### src/rtl/fft8_seq_ctrl.sv
// ---------------------------------------------------------------------------
// fft8_seq_ctrl
// Sequencer for an 8-point radix-2 DIT fixed-point FFT datapath.
// Carries no sample data: it produces RAM addresses, twiddle indices and
// strobes for a single shared butterfly unit.
//
// Frame flow: IDLE -> LOAD (8 samples, bit-reversed write addresses)
//   -> 3 x (CALC: 4 butterflies, one per cycle -> DRAIN: BFLY_LAT cycles)
//   -> UNLOAD (8 results, natural order) -> IDLE.
//
// Optional feature macro: FFT8_SEQ_SCALE_EN
//   Adds bf_scale (per-stage divide-by-2 strobe, asserted with bf_issue) and
//   scale_mask[2:0] (sampled on the first input handshake; bit s disables
//   scaling in stage s). Without the macro neither port exists and the
//   timing is identical.
//
// Ports:
//   clk, rst_n              clock, asynchronous active-low reset
//   in_valid / in_ready     input sample handshake
//   wr_en, wr_addr          RAM write strobe and bit-reversed load address
//   bf_issue                one butterfly starts this cycle
//   bf_addr_a / bf_addr_b   upper / lower butterfly RAM addresses
//   bf_tw, bf_stage         twiddle index k (W8^k), current stage 0..2
//   out_valid / out_ready   result handshake, rd_addr = natural-order index
//   out_last                asserted with the 8th result
//   busy                    high in every state except IDLE
// ---------------------------------------------------------------------------
module fft8_seq_ctrl #(
  parameter int BFLY_LAT = 3,
  parameter int N_PTS    = 8
) (
  input  logic       clk,
  input  logic       rst_n,
  input  logic       in_valid,
  output logic       in_ready,
  output logic       wr_en,
  output logic [2:0] wr_addr,
  output logic       bf_issue,
  output logic [2:0] bf_addr_a,
  output logic [2:0] bf_addr_b,
  output logic [1:0] bf_tw,
  output logic [1:0] bf_stage,
`ifdef FFT8_SEQ_SCALE_EN
  output logic       bf_scale,
  input  logic [2:0] scale_mask,
`endif
  output logic       out_valid,
  input  logic       out_ready,
  output logic [2:0] rd_addr,
  output logic       out_last,
  output logic       busy
);

  typedef enum logic [2:0] {
    S_IDLE   = 3'd0,
    S_LOAD   = 3'd1,
    S_CALC   = 3'd2,
    S_DRAIN  = 3'd3,
    S_UNLOAD = 3'd4
  } state_t;

  localparam logic [3:0] DRAIN_INIT = 4'(BFLY_LAT);
  localparam logic [2:0] LAST_IDX   = 3'(N_PTS - 1);

  function automatic logic [2:0] bitrev3(input logic [2:0] v);
    return {v[0], v[1], v[2]};
  endfunction

  state_t     state_q, state_d;
  logic [2:0] cnt_q, cnt_d;
  logic [1:0] k_q, k_d;
  logic [1:0] stage_q, stage_d;
  logic [3:0] drain_q, drain_d;
  logic [2:0] idx_q, idx_d;

  logic       in_ready_q, in_ready_d;
  logic       bf_issue_q, bf_issue_d;
  logic [2:0] bf_addr_a_q, bf_addr_a_d;
  logic [2:0] bf_addr_b_q, bf_addr_b_d;
  logic [1:0] bf_tw_q, bf_tw_d;
  logic       out_valid_q, out_valid_d;
  logic       out_last_q, out_last_d;
  logic       busy_q, busy_d;
`ifdef FFT8_SEQ_SCALE_EN
  logic [2:0] mask_q, mask_d;
  logic       bf_scale_q, bf_scale_d;
`endif

  logic       hs_in_s, hs_out_s;
  logic [2:0] span_s, pos_s, grp_s, addr_a_s, addr_b_s;
  logic [1:0] tw_s;

  assign hs_in_s  = in_valid && in_ready_q;
  assign hs_out_s = out_valid_q && out_ready;

  // FSM next-state and counter update
  always_comb begin
    state_d = state_q;
    cnt_d   = cnt_q;
    k_d     = k_q;
    stage_d = stage_q;
    drain_d = drain_q;
    idx_d   = idx_q;
`ifdef FFT8_SEQ_SCALE_EN
    mask_d  = mask_q;
`endif
    case (state_q)
      S_IDLE: begin
        if (hs_in_s) begin
          state_d = S_LOAD;
          cnt_d   = 3'd1;
`ifdef FFT8_SEQ_SCALE_EN
          mask_d  = scale_mask;
`endif
        end else begin
          state_d = S_IDLE;
        end
      end
      S_LOAD: begin
        if (hs_in_s) begin
          if (cnt_q == 3'd7) begin
            state_d = S_CALC;
            cnt_d   = 3'd0;
            stage_d = 2'd0;
            k_d     = 2'd0;
          end else begin
            cnt_d = cnt_q + 3'd1;
          end
        end else begin
          cnt_d = cnt_q;
        end
      end
      S_CALC: begin
        if (k_q == 2'd3) begin
          state_d = S_DRAIN;
          drain_d = DRAIN_INIT;
          k_d     = 2'd0;
        end else begin
          k_d = k_q + 2'd1;
        end
      end
      S_DRAIN: begin
        // Wait for the last butterfly of this stage to be written back
        // before the next stage reads its operands.
        if (drain_q <= 4'd1) begin
          drain_d = 4'd0;
          if (stage_q == 2'd2) begin
            state_d = S_UNLOAD;
            idx_d   = 3'd0;
            stage_d = 2'd0;
          end else begin
            state_d = S_CALC;
            stage_d = stage_q + 2'd1;
            k_d     = 2'd0;
          end
        end else begin
          drain_d = drain_q - 4'd1;
        end
      end
      S_UNLOAD: begin
        if (hs_out_s) begin
          if (idx_q == LAST_IDX) begin
            state_d = S_IDLE;
            idx_d   = 3'd0;
          end else begin
            idx_d = idx_q + 3'd1;
          end
        end else begin
          idx_d = idx_q;
        end
      end
      default: begin
        state_d = S_IDLE;
        cnt_d   = 3'd0;
        k_d     = 2'd0;
        stage_d = 2'd0;
        drain_d = 4'd0;
        idx_d   = 3'd0;
      end
    endcase
  end

  // Butterfly address/twiddle for the next (stage, k); the two terms of
  // addr_a occupy disjoint bits, so OR is the sum.
  always_comb begin
    span_s   = 3'd1 << stage_d;
    pos_s    = {1'b0, k_d} & (span_s - 3'd1);
    grp_s    = {1'b0, k_d} >> stage_d;
    addr_a_s = ((grp_s << 2'd1) << stage_d) | pos_s;
    addr_b_s = addr_a_s + span_s;
    tw_s     = pos_s[1:0] << (2'd2 - stage_d);
  end

  // Registered-output values derived from the next state
  always_comb begin
    in_ready_d  = (state_d == S_IDLE) || (state_d == S_LOAD);
    bf_issue_d  = (state_d == S_CALC);
    out_valid_d = (state_d == S_UNLOAD);
    out_last_d  = (state_d == S_UNLOAD) && (idx_d == LAST_IDX);
    busy_d      = (state_d != S_IDLE);
    if (bf_issue_d) begin
      bf_addr_a_d = addr_a_s;
      bf_addr_b_d = addr_b_s;
      bf_tw_d     = tw_s;
    end else begin
      bf_addr_a_d = bf_addr_a_q;
      bf_addr_b_d = bf_addr_b_q;
      bf_tw_d     = bf_tw_q;
    end
`ifdef FFT8_SEQ_SCALE_EN
    bf_scale_d = bf_issue_d && !mask_d[stage_d];
`endif
  end

  // State, counters and outputs; rst_n aborts any frame in progress
  always_ff @(posedge clk or negedge rst_n) begin
    if (!rst_n) begin
      state_q     <= S_IDLE;
      cnt_q       <= 3'd0;
      k_q         <= 2'd0;
      stage_q     <= 2'd0;
      drain_q     <= 4'd0;
      idx_q       <= 3'd0;
      in_ready_q  <= 1'b0;
      bf_issue_q  <= 1'b0;
      bf_addr_a_q <= 3'd0;
      bf_addr_b_q <= 3'd0;
      bf_tw_q     <= 2'd0;
      out_valid_q <= 1'b0;
      out_last_q  <= 1'b0;
      busy_q      <= 1'b0;
`ifdef FFT8_SEQ_SCALE_EN
      mask_q      <= 3'd0;
      bf_scale_q  <= 1'b0;
`endif
    end else begin
      state_q     <= state_d;
      cnt_q       <= cnt_d;
      k_q         <= k_d;
      stage_q     <= stage_d;
      drain_q     <= drain_d;
      idx_q       <= idx_d;
      in_ready_q  <= in_ready_d;
      bf_issue_q  <= bf_issue_d;
      bf_addr_a_q <= bf_addr_a_d;
      bf_addr_b_q <= bf_addr_b_d;
      bf_tw_q     <= bf_tw_d;
      out_valid_q <= out_valid_d;
      out_last_q  <= out_last_d;
      busy_q      <= busy_d;
`ifdef FFT8_SEQ_SCALE_EN
      mask_q      <= mask_d;
      bf_scale_q  <= bf_scale_d;
`endif
    end
  end

  assign in_ready  = in_ready_q;
  assign wr_en     = hs_in_s;
  assign wr_addr   = bitrev3(cnt_q);
  assign bf_issue  = bf_issue_q;
  assign bf_addr_a = bf_addr_a_q;
  assign bf_addr_b = bf_addr_b_q;
  assign bf_tw     = bf_tw_q;
  assign bf_stage  = stage_q;
  assign out_valid = out_valid_q;
  assign rd_addr   = idx_q;
  assign out_last  = out_last_q;
  assign busy      = busy_q;
`ifdef FFT8_SEQ_SCALE_EN
  assign bf_scale  = bf_scale_q;
`endif

endmodule

### config.mk
export PLATFORM = sky130hd
export DESIGN_NAME = fft8_seq_ctrl
export DESIGN_NICKNAME = d
export VERILOG_FILES = /design/src/rtl/fft8_seq_ctrl.sv
export SDC_FILE = /design/constraint.sdc
export NUM_CORES = 1
export LEC_CHECK = 0
export CAP_MARGIN = 20
export CORE_UTILIZATION = 42
export DETAILED_ROUTE_END_ITERATION = 12
export DONT_BUFFER_PORTS = 1
export PLACE_DENSITY = 0.62
export SETUP_SLACK_MARGIN = 0.2
export SLEW_MARGIN = 15
export SYNTH_ARGS = -nofsm -noshare
export SYNTH_HDL_FRONTEND = slang
export SYNTH_SLANG_ARGS = --single-unit
### constraint.sdc
create_clock -name clk -period 6.5 [get_ports clk]
set_input_delay 1.3 -clock clk [delete_from_list [all_inputs] [get_ports clk]]
set_output_delay 1.3 -clock clk [all_outputs]
set_load 0.01 [all_outputs]
==> results.tsv <==
stage	metric	value	unit
cts	cts_root_buf	clkbuf_8	
logic_synthesis	synth_edf_count	0	
cts	clk_latency	280	ps
finish	fillers	403	
cts	htreeDepth	2	
global_route	grt_max_degree	31	
global_route	grt.overflow.total	0	
sta	tns	0	ps
die	fp-row-count	23	
setup_path	arrival	3030	ps
setup_path	r2r-end	bf_addr_b[2]$_DFFE_PN0P_	
place	gp_congestion	0.832	
flow_run	drv_cap	0	
die	ios	26	
finish	final_nets	199	
routing	drt-total-wl	3710	um
logic_synthesis	ys_seq_area_frac	0.410	
cts	cts_resized	0	
finish	area_delta_synth_final	5.67	%
cts	clock_path_buffers	2	
logic_synthesis	ys_async_sr_fraction	1.00	
setup_path	crit_end	bf_addr_b[2]$_DFFE_PN0P_	
sta	period_needed	2830	ps
sta	worst_pin_slew	726	ps
die	die_x	68.0	um
finish	diodes	0	
cts	post-cts-setup-buffer-count	0	
global_route	grtUsageTotal	0.188	
sta	finalHoldViolCount	0	
global_route	antenna_found_initial	0	
global_route	grt_pass1_wl	6320	um
sta	setup_violations	0	
finish	drive_above_1_share	0.140	
logic_synthesis	synth_cells	186	
die	start_util	0.448	
place	port_buffers	0	
setup_path	endpoint_kind	flip-flop	
setup_path	crit_fanout	5	
status	status	completed	
routing	avgViaCountPerCell	5.75	
die	dieArea	4630	sq um
setup_path	critPathLaunchType	input port	
cts	ctsHoldBuffers	0	
pwr	power_density	494	nW/um^2
logic_synthesis	syn_nets	200	
setup_path	reg2reg_from	state_q[2]$_DFF_PN0_	
pwr	peakVddDrop	0.202	mV
logic_synthesis	ys.flop_type	dfrtp_1	
setup_path	worstSetupStartpoint	in_valid	
logic_synthesis	yosysTopAreaCellShare	0.410	
global_route	grt_pass1_vias	1343	
logic_synthesis	synth_cell_types	59	
finish	final_util	0.474	
routing	first_iter_violations	62	
routing	routedWlPerCell	15.7	um
setup_path	critPathKind	input port to flip-flop	
cts	path_clk_slew	60	ps
sta	max_freq	354	MHz
routing	first_pass_iters	4	
sta	slew_viol_final	0	
die	coreArea	4090	sq um
logic_synthesis	synth_area_leaders	dfrtp_1 (41%), ha_1 (6.1%), nand2_1 (5.3%)	
sta	slew_headroom	0.516	
sta	worst_clock_skew	8.63	ps
cts	clock_sinks	30	
setup_path	r2r_slack	3730	ps
logic_synthesis	synth-seq-cells	30	
routing	ant_nets	0	
sta	rsz0062_at_grt	false	
logic_synthesis	synth_area	1830	sq um
routing	drc	0	
setup_path	ff2ff_path_depth	8	
hold_path	hold_path_class	flip-flop to flip-flop	
finish	final_cell_mix	dfrtp_1 (30), nand2_1 (26), nor2_1 (14)	
die	die_y	68.0	um
cts	cts_buffers	5	
setup_path	crit_required	6700	ps
routing	vias	1357	
sta	period_share	0.435	
finish	mostFrequentLayoutCell	dfrtp_1	
logic_synthesis	syn_avg_cell_area	9.85	sq um
place	dp_hpwl	2730	um
logic_synthesis	yosysWarnings	0	
logic_synthesis	yosysTopAreaCell	dfrtp_1	
cts	cts_tree	built	
pwr	p_leak	0.877	nW
## cells by family (layout without fill, tap and decap cells)
logic type	Yosys count	in the layout	synth area share
other	1	1	0.00205
muxes	3	3	0.0198
buffers and inverters	19	19	0.0533
and+or+nand+nor	78	78	0.229
DFF	30	30	0.410
AOI/OAI and AO/OA	45	45	0.214
adders and majority gates	10	10	0.0724
## power breakdown
part	internal, mW	switching [mW]	total [mW]
sequential	0.249	0.106	0.355
clock	0.0849	0.0724	0.157
combinational	0.201	0.242	0.443
total	0.535	0.420	0.956
## cell usage after synthesis (all sizes together) (3+ instances only)
| master | instances |
|---|---|
| a32o | 4 |
| dfrtp | 30 |
| a21oi | 5 |
| a32oi | 4 |
| ha | 9 |
| nand2 | 26 |
| nor2 | 15 |
| nor2b | 5 |
| and2 | 3 |
| inv | 11 |
| nor3 | 5 |
| buf | 7 |
| nand4 | 4 |
| nand2b | 4 |
| o21ai | 11 |
| or2 | 4 |
## registers in the layout, summed over array words and instances, names as in the netlist
name / cells
bf_tw: 2
in_ready: 1
bf_issue: 1
bf_addr_a: 3
bf_addr_b: 3
cnt_q: 3
state_q: 3
bf_stage: 2
drain_q: 4
busy: 1
rd_addr: 3
k_q: 2
out_valid: 1
out_last: 1
## per-stage QoR
stage	setup slack [ps]	power [mW]	cells	area (sq um)	hold slack, ps
after detailed placement	3370	0.803	228	1840	536
final	3670	0.956	236	1940	545
after global placement	3470	0.785	228	1840	534
after floorplan	3600	0.726	186	1830	509
after CTS	3680	0.962	236	1940	553
after global routing	3480	1.04	236	1940	570
## cell type report
| class | count | area, sq um | area share |
|---|---|---|---|
| sequential | 30 | 751 | 0.388 |
| multi-input combinational | 137 | 983 | 0.508 |
| clock buffer | 6 | 82.6 | 0.0427 |
| clock inverter | 2 | 12.5 | 0.00646 |
| tap | 50 | 62.6 | 0.0323 |
| inverter | 11 | 43.8 | 0.0226 |
## critical path: stages
cell and delay, ps:
nand4_1 180, a32oi_1 350, nor3_1 130, a31o_2 260, fa_1 440, a211o_1 290
o211ai_2 70
## metal layers
layer	vias up	global-route usage	wire, um
met5	-	0	0
met4	0	0.0703	58
li1	666	-	-
met1	667	0.229	1600
met3	4	0.0633	195
met2	20	0.305	1850
## worst min-delay path by stage
stage / from / to / slack, ps / depth (start not counted)
after floorplan: bf_addr_b[1]$_DFFE_PN0P_ / bf_addr_b[1]$_DFFE_PN0P_ / 510 / 2
after global placement: drain_q[3]$_DFFE_PN0P_ / drain_q[3]$_DFFE_PN0P_ / 530 / 1
after detailed placement: bf_addr_a[0]$_DFFE_PN0P_ / bf_addr_a[0]$_DFFE_PN0P_ / 540 / 2
after CTS: bf_addr_b[1]$_DFFE_PN0P_ / bf_addr_b[1]$_DFFE_PN0P_ / 550 / 2
after global routing: bf_addr_b[1]$_DFFE_PN0P_ / bf_addr_b[1]$_DFFE_PN0P_ / 570 / 2
final: bf_addr_b[1]$_DFFE_PN0P_ / bf_addr_b[1]$_DFFE_PN0P_ / 540 / 2
Note: power is estimated with default switching activity, not from simulation.
